<file path="src/rtl/pipe_hazard_ctrl.sv">
// Pipeline hazard controller: load-use stall, taken-branch squash and memory-busy freeze
// for the PC, IF/ID and ID/EX registers. Define HAZ_PERF_CNT_EN to add saturating perf counters.
module pipe_hazard_ctrl #(
  parameter int REG_W        = 5,
  parameter int FLUSH_CYCLES = 1
`ifdef HAZ_PERF_CNT_EN
  , parameter int CNT_W      = 32
`endif
) (
  input  logic             clk,
  input  logic             rst_n,
  input  logic [REG_W-1:0] if_id_rs,
  input  logic [REG_W-1:0] if_id_rt,
  input  logic             if_id_uses_rs,
  input  logic             if_id_uses_rt,
  input  logic             id_ex_memread,
  input  logic [REG_W-1:0] id_ex_rt,
  input  logic             branch_taken,
  input  logic             mem_busy,
  output logic             pc_write,
  output logic             if_id_write,
  output logic             if_id_flush,
  output logic             id_ex_write,
  output logic             id_ex_bubble,
  output logic [1:0]       state_o
`ifdef HAZ_PERF_CNT_EN
  , output logic [CNT_W-1:0] stall_cnt
  , output logic [CNT_W-1:0] flush_cnt
  , output logic [CNT_W-1:0] freeze_cnt
`endif
);

  localparam int FC_W = (FLUSH_CYCLES > 1) ? $clog2(FLUSH_CYCLES) : 1;
  localparam logic [FC_W-1:0] FC_LOAD = FC_W'(FLUSH_CYCLES - 1);

  typedef enum logic [1:0] {
    S_RUN    = 2'd0,
    S_FLUSH  = 2'd1,
    S_FREEZE = 2'd2
  } state_t;

  state_t          state_q, state_d;
  logic [FC_W-1:0] cnt_q, cnt_d;
  logic            load_use;

  assign load_use = id_ex_memread && (id_ex_rt != '0) &&
                    ((if_id_uses_rs && (id_ex_rt == if_id_rs)) ||
                     (if_id_uses_rt && (id_ex_rt == if_id_rt)));

  always_ff @(posedge clk or negedge rst_n) begin
    if (!rst_n) begin
      state_q <= S_RUN;
      cnt_q   <= '0;
    end else begin
      state_q <= state_d;
      cnt_q   <= cnt_d;
    end
  end

  always_comb begin
    state_d      = S_RUN;
    cnt_d        = cnt_q;
    pc_write     = 1'b1;
    if_id_write  = 1'b1;
    if_id_flush  = 1'b0;
    id_ex_write  = 1'b1;
    id_ex_bubble = 1'b0;
    case (state_q)
      S_RUN: begin
        if (mem_busy) begin
          pc_write    = 1'b0;
          if_id_write = 1'b0;
          id_ex_write = 1'b0;
          state_d     = S_FREEZE;
        end else if (branch_taken) begin
          // Branch beats a simultaneous load-use: the stalled instruction is wrong-path anyway.
          if_id_flush  = 1'b1;
          id_ex_bubble = 1'b1;
          if (FLUSH_CYCLES > 1) begin
            cnt_d   = FC_LOAD;
            state_d = S_FLUSH;
          end
        end else if (load_use) begin
          pc_write     = 1'b0;
          if_id_write  = 1'b0;
          id_ex_bubble = 1'b1;
        end
      end
      S_FLUSH: begin
        if (mem_busy) begin
          pc_write    = 1'b0;
          if_id_write = 1'b0;
          id_ex_write = 1'b0;
          state_d     = S_FLUSH;
        end else begin
          if_id_flush  = 1'b1;
          id_ex_bubble = 1'b1;
          cnt_d        = cnt_q - FC_W'(1);
          state_d      = (cnt_d == '0) ? S_RUN : S_FLUSH;
        end
      end
      S_FREEZE: begin
        pc_write    = 1'b0;
        if_id_write = 1'b0;
        id_ex_write = 1'b0;
        state_d     = mem_busy ? S_FREEZE : S_RUN;
      end
      default: state_d = S_RUN;
    endcase
    if (!rst_n) begin
      pc_write     = 1'b0;
      if_id_write  = 1'b0;
      if_id_flush  = 1'b1;
      id_ex_write  = 1'b1;
      id_ex_bubble = 1'b1;
    end
  end

  assign state_o = state_q;

`ifdef HAZ_PERF_CNT_EN
  // A bubble without a flush is a load-use stall; id_ex_write low only while held by memory.
  logic stall_ev, hold_ev;
  logic [CNT_W-1:0] stall_cnt_q, flush_cnt_q, freeze_cnt_q;

  assign stall_ev = id_ex_bubble && !if_id_flush;
  assign hold_ev  = !id_ex_write;

  always_ff @(posedge clk or negedge rst_n) begin
    if (!rst_n) begin
      stall_cnt_q  <= '0;
      flush_cnt_q  <= '0;
      freeze_cnt_q <= '0;
    end else begin
      if (stall_ev && (stall_cnt_q != '1))     stall_cnt_q  <= stall_cnt_q + CNT_W'(1);
      if (if_id_flush && (flush_cnt_q != '1))  flush_cnt_q  <= flush_cnt_q + CNT_W'(1);
      if (hold_ev && (freeze_cnt_q != '1))     freeze_cnt_q <= freeze_cnt_q + CNT_W'(1);
    end
  end

  assign stall_cnt  = stall_cnt_q;
  assign flush_cnt  = flush_cnt_q;
  assign freeze_cnt = freeze_cnt_q;
`endif

endmodule

</file>
<file path="config.mk">
export PLATFORM = sky130hd
export DESIGN_NAME = pipe_hazard_ctrl
export DESIGN_NICKNAME = d
export VERILOG_FILES = /design/src/rtl/pipe_hazard_ctrl.sv
export SDC_FILE = /design/constraint.sdc
export NUM_CORES = 1
export LEC_CHECK = 0
export CELL_PAD_IN_SITES_DETAIL_PLACEMENT = 1
export CELL_PAD_IN_SITES_GLOBAL_PLACEMENT = 2
export CORE_MARGIN = 4
export CORE_UTILIZATION = 14
export DETAILED_ROUTE_END_ITERATION = 6
export GPL_ROUTABILITY_DRIVEN = 0
export GPL_TIMING_DRIVEN = 0
export HOLD_SLACK_MARGIN = 0.1
export PLACE_DENSITY = 0.78
export SYNTH_ARGS = -nofsm -noshare
export SYNTH_HDL_FRONTEND = slang
export SYNTH_SLANG_ARGS = --single-unit
</file>
<file path="constraint.sdc">
create_clock -name clk -period 3.8 [get_ports clk]
set_input_delay 0.57 -clock clk [delete_from_list [all_inputs] [get_ports clk]]
set_output_delay 0.57 -clock clk [all_outputs]
set_load 0.05 [all_outputs]
</file>
## After elaboration in Yosys (flattened, before gate mapping)

Cells that the tools add are included.

- Divide/modulo/power cells: 0
- Multiplexer cells: 21
- Order comparisons: 0
- Bitwise gates (word level): 1
- Shift-type cells: 0
- Add/subtract/negate cells: 1
- Equal/unequal tests: 4
- Reductions and logical operators: 10
- Multiply operators: 0

Operators with widths:

| cell | count |
|---|---|
| $mux 1 | 15 |
| $eq 5x5->1 | 2 |
| $pmux 1 s2 | 3 |
| $reduce_bool 5->1 | 1 |
| $logic_and 1x1->1 | 4 |
| $pmux 2 s2 | 1 |
| $reduce_or 2->1 | 2 |
| $pmux 1 s3 | 1 |
| $eq 2x1->1 const B | 1 |
| $eq 2x2->1 const B | 1 |
| $logic_not 2->1 | 1 |
| $mux 2 | 1 |
| $reduce_and 2->1 | 1 |
| $logic_or 1x1->1 | 1 |
| $not 1->1 | 1 |
| $sub 1x1->1 const B | 1 |

- Register bits after elaboration: 3
- Memory bits (writable): 0
- Latch bits: 0
- Output and inout port bits: 7
- Word-level logic and storage cells: 39
- ROM bits: 0
- Memories: 0

## Longest topological paths before layout

Gate-level depths: netlist of the first run.

- Depth after elaboration: 9
- Gate-level depth with buffers: 5

## Worst setup path before layout of the first run

Ideal clock, no wire load.

- Kind: reg2out
- From: register state_q[0], in the netlist state_o[0]
- To: output port id_ex_bubble
- Cell stages (with the launch flop): 4
- Setup slack: 0.670 ns
- Arrival: 2.560 ns
- Cell sequence: dfrtp_1 nor2_1 o31ai_1 o21bai_1

- Longest elaborated chain between the ends: 3
- Elaborated cells on any way between the ends: 4
- Classes of those cells: eq/ne (1); mux (2); reduce/logical (1)

RTL lines:

| element | RTL line | source |
|---|---|---|
| start, declared | 42 | `state_t state_q, state_d;` |
| start signal, assigned | 55 | `state_q <= state_d;` |
| $eq 2x1->1 or $logic_not 2->1 (tied branches) | 68 | `case (state_q)` |
| $pmux 1 s2 (*) | 68 |  |
| $mux 1 (*) | 110 | `if (!rst_n) begin` |
| end, declared | 24 | `output logic id_ex_bubble,` |

Every way passes the cells marked *; elsewhere a longest branch is shown, timed or not.

## Worst setup path in the final report of the first run

- From: input port id_ex_rt[1]
- To: output port pc_write

- Longest elaborated chain between the ends: 9
- Elaborated cells on any way between the ends: 13
- Classes of those cells: eq/ne (2); mux (5); reduce/logical (6)

RTL lines:

| element | RTL line | source |
|---|---|---|
| start, declared | 17 | `input logic [REG_W-1:0] id_ex_rt,` |
| $eq 5x5->1 (on tied branches) | 47, 48 |  |
| $logic_and 1x1->1 (on tied branches) | 47, 48 |  |
| $logic_or 1x1->1 | 47 | `((if_id_uses_rs && (id_ex_rt == if_id_rs)) \|\|` |
| $logic_and 1x1->1 (*) | 46 | `assign load_use = id_ex_memread && (id_ex_rt != '0) &&` |
| $mux 1 (*) | 83 | `end else if (load_use) begin` |
| $mux 1 (*) | 75 | `end else if (branch_taken) begin` |
| $mux 1 (*) | 70 | `if (mem_busy) begin` |
| $pmux 1 s3 (*) | 68 |  |
| $mux 1 (*) | 110 |  |
| end, declared | 20 | `output logic pc_write,` |

Marked as above.

==> results of run 1 <==
## registers in the layout (all words and copies together), names as in the netlist
name	flops
state_o	2
cnt_q	1
## worst paths after layout
kind	startpoint	endpoint	slack (ps)	depth (start not counted)
min in group asynchronous	rst_n	state_o[1]	560	1
min reg2reg	cnt_q	state_o[0]	480	1
max in group asynchronous	rst_n	state_o[0]	3040	1
min	cnt_q	state_o[0]	480	1
max	id_ex_rt[1]	pc_write	310	7
max reg2reg	state_o[0]	cnt_q	2670	3
## cell usage after synthesis
master / instances
sky130_fd_sc_hd__xor2_1: 8
sky130_fd_sc_hd__dfrtp_1: 3
sky130_fd_sc_hd__xnor2_1: 3
sky130_fd_sc_hd__inv_1: 2
sky130_fd_sc_hd__nor2_1: 2
sky130_fd_sc_hd__nor4_1: 2
sky130_fd_sc_hd__or3_1: 2
sky130_fd_sc_hd__a211oi_1: 1
sky130_fd_sc_hd__a32oi_1: 1
sky130_fd_sc_hd__and2_0: 1
sky130_fd_sc_hd__buf_4: 1
sky130_fd_sc_hd__mux2i_1: 1
sky130_fd_sc_hd__nand2b_1: 1
sky130_fd_sc_hd__o211a_1: 1
sky130_fd_sc_hd__o21ai_1: 1
sky130_fd_sc_hd__o21bai_1: 1
sky130_fd_sc_hd__o31ai_1: 1
sky130_fd_sc_hd__or3_2: 1
sky130_fd_sc_hd__or4_1: 1
## cells in the final DEF (no fill, tap or decap), drive strengths merged, types with 2 or more instances in the layout
cell           Yosys  final
clkdlybuf4s50      0     28
xor2               8      8
clkbuf             0      4
xnor2              3      3
dfrtp              3      3
or3                3      3
inv                2      2
nor2               2      2
nor4               2      2
## stage by stage
stage | instances | utilization (%)
final | 93 | 32.1
after global routing | 93 | 32.1
after CTS | 93 | 32.1
after detailed placement | 89 | 30.8
after global placement | 89 | 30.8
after floorplan | 34 | -
## metal layers
metal	vias to the layer above	part of all wire, %
li1	186	-
met1	162	39
met2	12	53
met3	2	5.1
met4	0	2.1
met5	-	0
## critical path, stage by stage
cell and delay [ps]:
sky130_fd_sc_hd__clkdlybuf4s50_1 470, sky130_fd_sc_hd__or4_1 560, sky130_fd_sc_hd__o21ai_1 150, sky130_fd_sc_hd__or3_1 120, sky130_fd_sc_hd__o211a_1 150, sky130_fd_sc_hd__buf_4 100
sky130_fd_sc_hd__clkdlybuf4s50_1 780
## cell families after synthesis
logic type             Yosys count  share of synthesized area, %
AO/OA/AOI/OAI                    6                          15.3
AND/OR/NAND/NOR                 10                          19.8
flip-flops                       3                          24.8
buffers and inverters            3                          4.96
multiplexers                     1                          3.31
XOR/XNOR                        11                          31.8
## power groups by stage
stage	logic [uW]	clock network [uW]	registers (uW)
after CTS	65.0	63.9	38.7
after detailed placement	64.6	0	39.1
after global placement	63.7	0	38.8
after floorplan	26.7	0	40.3
final	64.0	62.1	38.6
after global routing	68.1	64.5	39.1
## area by class of cell
class / instances / area [um2] / area share (%)
multi-input cells: 28 / 213 / 33.1
well taps: 27 / 33.8 / 5.25
plain buffers: 1 / 7.51 / 1.17
inverters: 2 / 7.51 / 1.17
clock buffers: 4 / 26.3 / 4.09
repair buffers: 28 / 280 / 43.6
flip-flops and latches: 3 / 75.1 / 11.7
==> flow_summary.ini, run 1 <==
[layout]
post_route_cells_drive_above_1_share_pct = 7.58
fillers = 257
final_net_count = 89
finish.instance_area_um2 = 643
syn2layout_area_growth_pct = 112
count_of_inserted_antenna_diode_cells = 0

[clock_tree]
tritoncts = built
cts-hold-fix-buffers = 0
tritoncts_num_sinks = 3
cts-buffers-inserted = 3
cts_buffer_depth = 2
cts_repair_resize_count = 0
clkSlewWorstSetupHoldPaths_ps = 40
insertion_delay_ps = 250
cts.repair_timing.setup_buffer_count = 0
htree_levels = 1
root_buffer = sky130_fd_sc_hd__clkbuf_4

[sta]
finalMaxSlewViolations = 0
finalHoldViolCount = 0
period_minus_slack_ps = 3490
share_of_the_cycle_needed_by_the_critical_path_after_routing_pct = 91.9
worst_clock_skew_ps = 0.395
setup_tns_ps = 0
hold-worst-slack_ps = 476
rsz0062_at_grt = no
worst_pin_slew_ps = 525
maxClockFrequency_ghz = 0.286
final_worst_path_setup_slack_ps = 307
setup_violations = 0
maxSlewHeadroom_pct = 64.9

[global_route]
grt_use_met1_pct = 8.41
wire_length_of_the_first_global_routing_pass_mm = 1.55
number_of_global_route_vias_before_repair = 351
groute.layer.met2.usage_pct = 12.9
grt_start_max_net_pins = 7
antenna_found_initial = 0
grt_use_met3_pct = 1.91
grt_use_total_pct = 7.49
grt_busiest_layer = met2
gr-total-overflow = 0

[floorplanning]
design.core.area_um2 = 2000
initial_utilization_pct = 15.1
boundaryPins = 29
die_outline_height_um = 54.5
core.rowCount = 16
die_footprint_um2 = 2970
fp.dieW_um = 54.5

[power_and_ir_drop]
p_sw_share_pct = 33.0
power.internal_uw = 110
power_frac_comb_pct = 38.8
p_leak_uw = 0.000249
clockPowerShare_pct = 37.7
power_density_nw_per_um2 = 256
net-switching-power_uw = 54.3
seq_power_share_pct = 23.5
p_total_uw = 165
power.ir.vdd_worst_mv = 0.122

[place]
port_buffers = 28
post_detailed_placement_cell_area_um2 = 617
hpwlAfterDp_um = 933
place_worst_setup_slack_ps = 287

[routing]
drt_iter0_markers = 2
routed_wl_mm = 1.10
drt-vias-per-instance = 3.89
drt_drc_violations_left = 0
dr_total_vias = 362
detail-route-antenna-nets = 0
detailedRoute.firstPassIterationCount = 2
wl_per_cell_um = 11.8

[job]
maxCapViolCount = 0

[setup_path]
critical_path_peak_fanout = 3
timing.critical_path.from_type = primary input
critPathCaptureType = primary output
cp_data_required_time_ps = 3230
critical_path_arrival_ps = 2920
timing_worst_setup_path_type = in2out

[yosys]
synthDominantCellAreaShare_pct = 24.8
yosys_warnings = 0
yosys-top-cells-area = sky130_fd_sc_hd__dfrtp_1 (25%), sky130_fd_sc_hd__xor2_1 (23%), sky130_fd_sc_hd__xnor2_1 (8.7%)
post-synth-top-area-cell = sky130_fd_sc_hd__dfrtp_1
synth_cell_type_count = 19
mappedNetlistNets = 56
mappedNetlistArea_um2 = 303
ys_seq_area_share_pct = 24.8
synth_cells = 34
syn_area_per_cell_um2 = 8.91
ys_seq_elements = 3

[run_status]
run_status = complete, no violations

[worst_hold_path]
hp-class = reg2reg
Power figures use the tool's default switching activity.
==> inputs of run 2 (changes only) <==
- CORE_MARGIN: 4 -> 5
==> run 2 against run 1 <==
  * Setup slack improved by 2.4 ps
  * Utilization did not move
  * Maximum frequency barely moved
  * Count of clock-buffer cells in the layout did not move
  * First-iteration DRC count rose to 2.5 times the previous value
  * Largest power group unchanged
  * Global-route usage barely moved
  * Cell count did not move
  * Total power fell by 3.1%
  * Critical path type unchanged
==> flow_summary.ini, run 2 (same netlist as run 1, synthesis figures left out) <==
[sta]
worst_pin_slew_ps = 512
setup_violations = 0
rsz0062_at_grt = no
setup_tns_ps = 0
worst_clock_skew_ps = 1.66
finalHoldViolCount = 0
period_minus_slack_ps = 3490
finalMaxSlewViolations = 0
maxClockFrequency_ghz = 0.286
share_of_the_cycle_needed_by_the_critical_path_after_routing_pct = 91.9
maxSlewHeadroom_pct = 65.7

[setup_path]
rrSetupSlack_ps = 2670
timing_worst_setup_path_type = in2out
critical_path_peak_fanout = 3
reg2regPathDepth = 3
cp_data_required_time_ps = 3230
critPathCaptureType = primary output
rr_endpoint = cnt_q
worstReg2RegStart = state_o[0]
critical_path_arrival_ps = 2920
timing.critical_path.from_type = primary input

[clock_tree]
cts_buffer_depth = 2
htree_levels = 1
cts_repair_resize_count = 0
tritoncts = built
cts-hold-fix-buffers = 0
insertion_delay_ps = 230
tritoncts_num_sinks = 3
clkSlewWorstSetupHoldPaths_ps = 40
cts-buffers-inserted = 3
root_buffer = sky130_fd_sc_hd__clkbuf_4
cts.repair_timing.setup_buffer_count = 0

[worst_hold_path]
holdPathEnd = cnt_q
hp-class = reg2reg
min-delay-start = cnt_q
hold_path_depth = 1

[layout]
finish.instance_area_um2 = 643
final_cell_count_no_fill = 93
final_net_count = 89
layout_commonest_cell = sky130_fd_sc_hd__clkdlybuf4s50_1
syn2layout_area_growth_pct = 112
post_route_cells_drive_above_1_share_pct = 7.58
count_of_inserted_antenna_diode_cells = 0
number_of_flip_flops_in_the_largest_register = 2
most-common-layout-cells = sky130_fd_sc_hd__clkdlybuf4s50_1 (28), sky130_fd_sc_hd__xor2_1 (8), sky130_fd_sc_hd__xnor2_1 (3), sky130_fd_sc_hd__clkbuf_4 (3), sky130_fd_sc_hd__dfrtp_1 (3)

[job]
maxCapViolCount = 0

[place]
port_buffers = 28
post_detailed_placement_cell_area_um2 = 617
placed_cells_incl_taps = 89
hpwlAfterDp_mm = 1.03

[routing]
routed_wl_mm = 1.18
detail-route-antenna-nets = 0
detailedRoute.firstPassIterationCount = 2
drt_drc_violations_left = 0
drt-vias-per-instance = 3.97
drt_iter0_markers = 5
wl_per_cell_um = 12.7
dr_total_vias = 369

[power_and_ir_drop]
p_leak_uw = 0.000249
power.ir.vdd_worst_mv = 0.0844
clockPowerShare_pct = 35.7
power.internal_uw = 110
power_density_nw_per_um2 = 248
seq_power_share_pct = 24.1
p_total_uw = 160
power_frac_comb_pct = 40.2
p_sw_share_pct = 31.0
net-switching-power_uw = 49.4

[global_route]
grt_start_max_net_pins = 7
wire_length_of_the_first_global_routing_pass_mm = 1.81
grt_use_total_pct = 7.52
gr-total-overflow = 0
number_of_global_route_vias_before_repair = 413
antenna_found_initial = 0

[floorplanning]
boundaryPins = 29
design.core.area_um2 = 2000
fp.dieW_um = 56.5
initial_utilization_pct = 15.1
core.rowCount = 16
die_outline_height_um = 56.5
die_footprint_um2 = 3190

[run_status]
run_status = complete, no violations
-- run 2: metrics by stage --
| stage | setup slack (ps) | utilization (%) | hold slack [ps] |
|---|---|---|---|
| after global routing | 216 | 32.1 | 493 |
| after floorplan | 670 | - | 274 |
| after CTS | 274 | 32.1 | 477 |
| after detailed placement | 277 | 30.8 | 470 |
| after global placement | 307 | 30.8 | 460 |
| final | 310 | 32.1 | 473 |
-- run 2: layout make-up --
| cell class | instances | area (um2) |
|---|---|---|
| well taps | 27 | 33.8 |
| multi-input cells | 28 | 213 |
| fillers | 247 | 1360 |
| plain buffers | 1 | 7.51 |
| inverters | 2 | 7.51 |
| repair buffers | 28 | 280 |
| clock buffers | 4 | 26.3 |
| flip-flops and latches | 3 | 75.1 |
-- run 2: layer usage --
layer  track usage, %  vias to the layer above  share of wire, %
li1                 -                      185                 -
met1             7.89                      170                39
met2             12.9                       12                54
met5                0                        -                 0
met3            0.688                        2               4.4
met4             7.12                        0               2.0
-- run 2: worst max path at each step --
stage                start           end  cells after the start
3_3_place_gp   id_ex_rt[1]      pc_write                      7
6_report       id_ex_rt[2]      pc_write                      7
5_1_grt        id_ex_rt[2]      pc_write                      7
2_1_floorplan   state_o[0]  id_ex_bubble                      3
3_5_place_dp   id_ex_rt[1]      pc_write                      7
4_1_cts        id_ex_rt[1]      pc_write                      7
-- run 2: power by group through the flow --
stage	Sequential (uW)	Combinational (uW)	Clock (uW)
detailed placement	39.0	64.5	0
floorplan	40.3	26.7	0
global route	38.9	68.7	61.7
CTS	38.5	64.9	60.3
finish	38.5	64.1	57.0
global placement	38.8	63.8	0
-- run 2: critical path, cell delays in order --
cell and delay [ps]:
sky130_fd_sc_hd__clkdlybuf4s50_1 480, sky130_fd_sc_hd__or4_1 530, sky130_fd_sc_hd__o21ai_1 170, sky130_fd_sc_hd__or3_1 130, sky130_fd_sc_hd__o211a_1 150, sky130_fd_sc_hd__buf_4 100, sky130_fd_sc_hd__clkdlybuf4s50_1 790
==> inputs of run 3 (changes only) <==
- CORE_UTILIZATION: 14 -> 13
- PLACE_DENSITY: 0.78 -> 0.73
- clock period: 3.8 -> 4 ns (I/O delays scaled with it)
==> run 3 against run 2 <==
  * Sequential power decreased by 5%
  * Routed wire length decreased by 8.1%
  * Flip-flop and latch count unchanged
  * Largest cell class unchanged
  * Sequential share of layout area about the same
  * Critical endpoint unchanged
  * Die area increased by 6.3%
  * Clock power decreased by 7.9%
==> flow_summary.ini, run 3 (same netlist as run 1, synthesis figures left out) <==
[setup_path]
cp_data_required_time_ps = 3400
critPathCaptureType = primary output
critical_path_arrival_ps = 2940
cell_with_the_biggest_individual_delay_on_the_critical_path = sky130_fd_sc_hd__clkdlybuf4s50_1
path_buf_inv = 3
critical_path_peak_fanout = 3
timing.critical_path.from_type = primary input
worst-path-stages = 7
worstSetupStartpoint = id_ex_rt[1]
worstReg2RegStart = state_o[0]
reg2regPathDepth = 3
critical_path.most_common_cell = sky130_fd_sc_hd__clkdlybuf4s50_1
cpLargestDelayFamily = buffers and inverters
largest_stage_delay_worst_path_ps = 780
timing_worst_setup_path_type = in2out
crit_chain = clkdlybuf4s50_1 > or4_1 > o21ai_1 > or3_1 > o211a_1 > buf_4 > clkdlybuf4s50_1

[routing]
dr_total_vias = 370
drt-vias-per-instance = 3.94
wl_per_cell_um = 11.5
detail-route-antenna-nets = 0
drt_drc_violations_left = 0
detailedRoute.firstPassIterationCount = 2
routed_wl_mm = 1.08
drt_iter0_markers = 9

[sta]
worst_pin_slew_ps = 510
setup_violations = 0
share_of_the_cycle_needed_by_the_critical_path_after_routing_pct = 88.4
worst_clock_skew_ps = 5.20
rsz0062_at_grt = no
setup_tns_ps = 0
maxSlewHeadroom_pct = 65.9
maxClockFrequency_ghz = 0.283
finalMaxSlewViolations = 0
period_minus_slack_ps = 3540
finalHoldViolCount = 0

[floorplanning]
fp.dieW_um = 58.3
die_outline_height_um = 58.3
boundaryPins = 29
design.core.area_um2 = 2210
die_footprint_um2 = 3390
initial_utilization_pct = 13.7
core.rowCount = 17

[clock_tree]
cts-buffers-inserted = 3
cts_repair_resize_count = 0
tritoncts_num_sinks = 3
root_buffer = sky130_fd_sc_hd__clkbuf_4
htree_levels = 1
insertion_delay_ps = 230
cts.repair_timing.setup_buffer_count = 0
cts-hold-fix-buffers = 0
tritoncts = built
cts_buffer_depth = 2
clkSlewWorstSetupHoldPaths_ps = 40

[place]
hpwlAfterDp_um = 976
port_buffers = 28

[layout]
count_of_inserted_antenna_diode_cells = 0
layout_commonest_cell = sky130_fd_sc_hd__clkdlybuf4s50_1
fillers = 286
final_net_count = 89
post_route_cells_drive_above_1_share_pct = 7.58
syn2layout_area_growth_pct = 113
number_of_flip_flops_in_the_largest_register = 2
most-common-layout-cells = sky130_fd_sc_hd__clkdlybuf4s50_1 (28), sky130_fd_sc_hd__xor2_1 (8), sky130_fd_sc_hd__xnor2_1 (3), sky130_fd_sc_hd__clkbuf_4 (3), sky130_fd_sc_hd__dfrtp_1 (3)

[power_and_ir_drop]
p_total_uw = 150
power.ir.vdd_worst_mv = 0.111
p_leak_uw = 0.000249
power_density_nw_per_um2 = 233

[worst_hold_path]
hp-class = reg2reg
min-delay-start = cnt_q
hold_path_depth = 1

[global_route]
gr-total-overflow = 0
antenna_found_initial = 0
wire_length_of_the_first_global_routing_pass_mm = 1.69
grt_use_total_pct = 6.55
grt_start_max_net_pins = 7
number_of_global_route_vias_before_repair = 425

[run_status]
run_status = complete, no violations

[job]
maxCapViolCount = 0
==> run 3: cell counts in the layout (fill, tap and decap cells not counted) <==
Identical to the previous run, type by type.
==> run 3: final timing paths <==
| kind | to | slack, ps |
|---|---|---|
| worst max-delay path | pc_write | 460 |
| worst min-delay path | state_o[0] | 480 |
| worst max register to register | cnt_q | 2860 |
| worst min register to register | state_o[0] | 480 |
| max in group asynchronous | state_o[1] | 3190 |
| min in group asynchronous | state_o[0] | 600 |
==> run 3: stage by stage <==
step,util (%),setup slack [ps],cell area (um2),cells,hold WS (ps)
detailed placement,27.9,425,618,90,474
floorplan,-,840,303,34,304
finish,29.1,463,644,94,479
global route,29.1,336,644,94,504
global placement,27.9,449,618,90,460
CTS,29.1,423,644,94,481
==> run 3: area by class of cell <==
cell class              instances  area, um2  share of cell area [%]
inverters                       2       7.51                    1.17
plain buffers                   1       7.51                    1.17
repair buffers                 28        280                    43.5
flip-flops and latches          3       75.1                    11.7
well taps                      28       35.0                    5.44
multi-input cells              28        213                    33.0
clock buffers                   4       26.3                    4.08
==> run 3: routing by layer <==
layer  routed length (um)  share of wire (%)  track usage, %  vias up
li1                     -                  -               -      186
met1                  417                 39            6.33      173
met2                  630                 58            12.3       11
met3                   36                3.3            1.56        0
met5                    0                  0               0        -
met4                    0                  0            3.97        0
==> run 3: worst register-to-register path, stage by stage (launching register included) <==
cell and delay (ps):
sky130_fd_sc_hd__dfrtp_1 400, sky130_fd_sc_hd__inv_1 90, sky130_fd_sc_hd__or3_1 390, sky130_fd_sc_hd__xnor2_1 140
==> run 3: where the power goes <==
part	internal [uW]	switching (uW)
Combinational	33.4	27.4
Clock	37.3	15.1
Sequential	33.8	2.83
Total	105	45.3
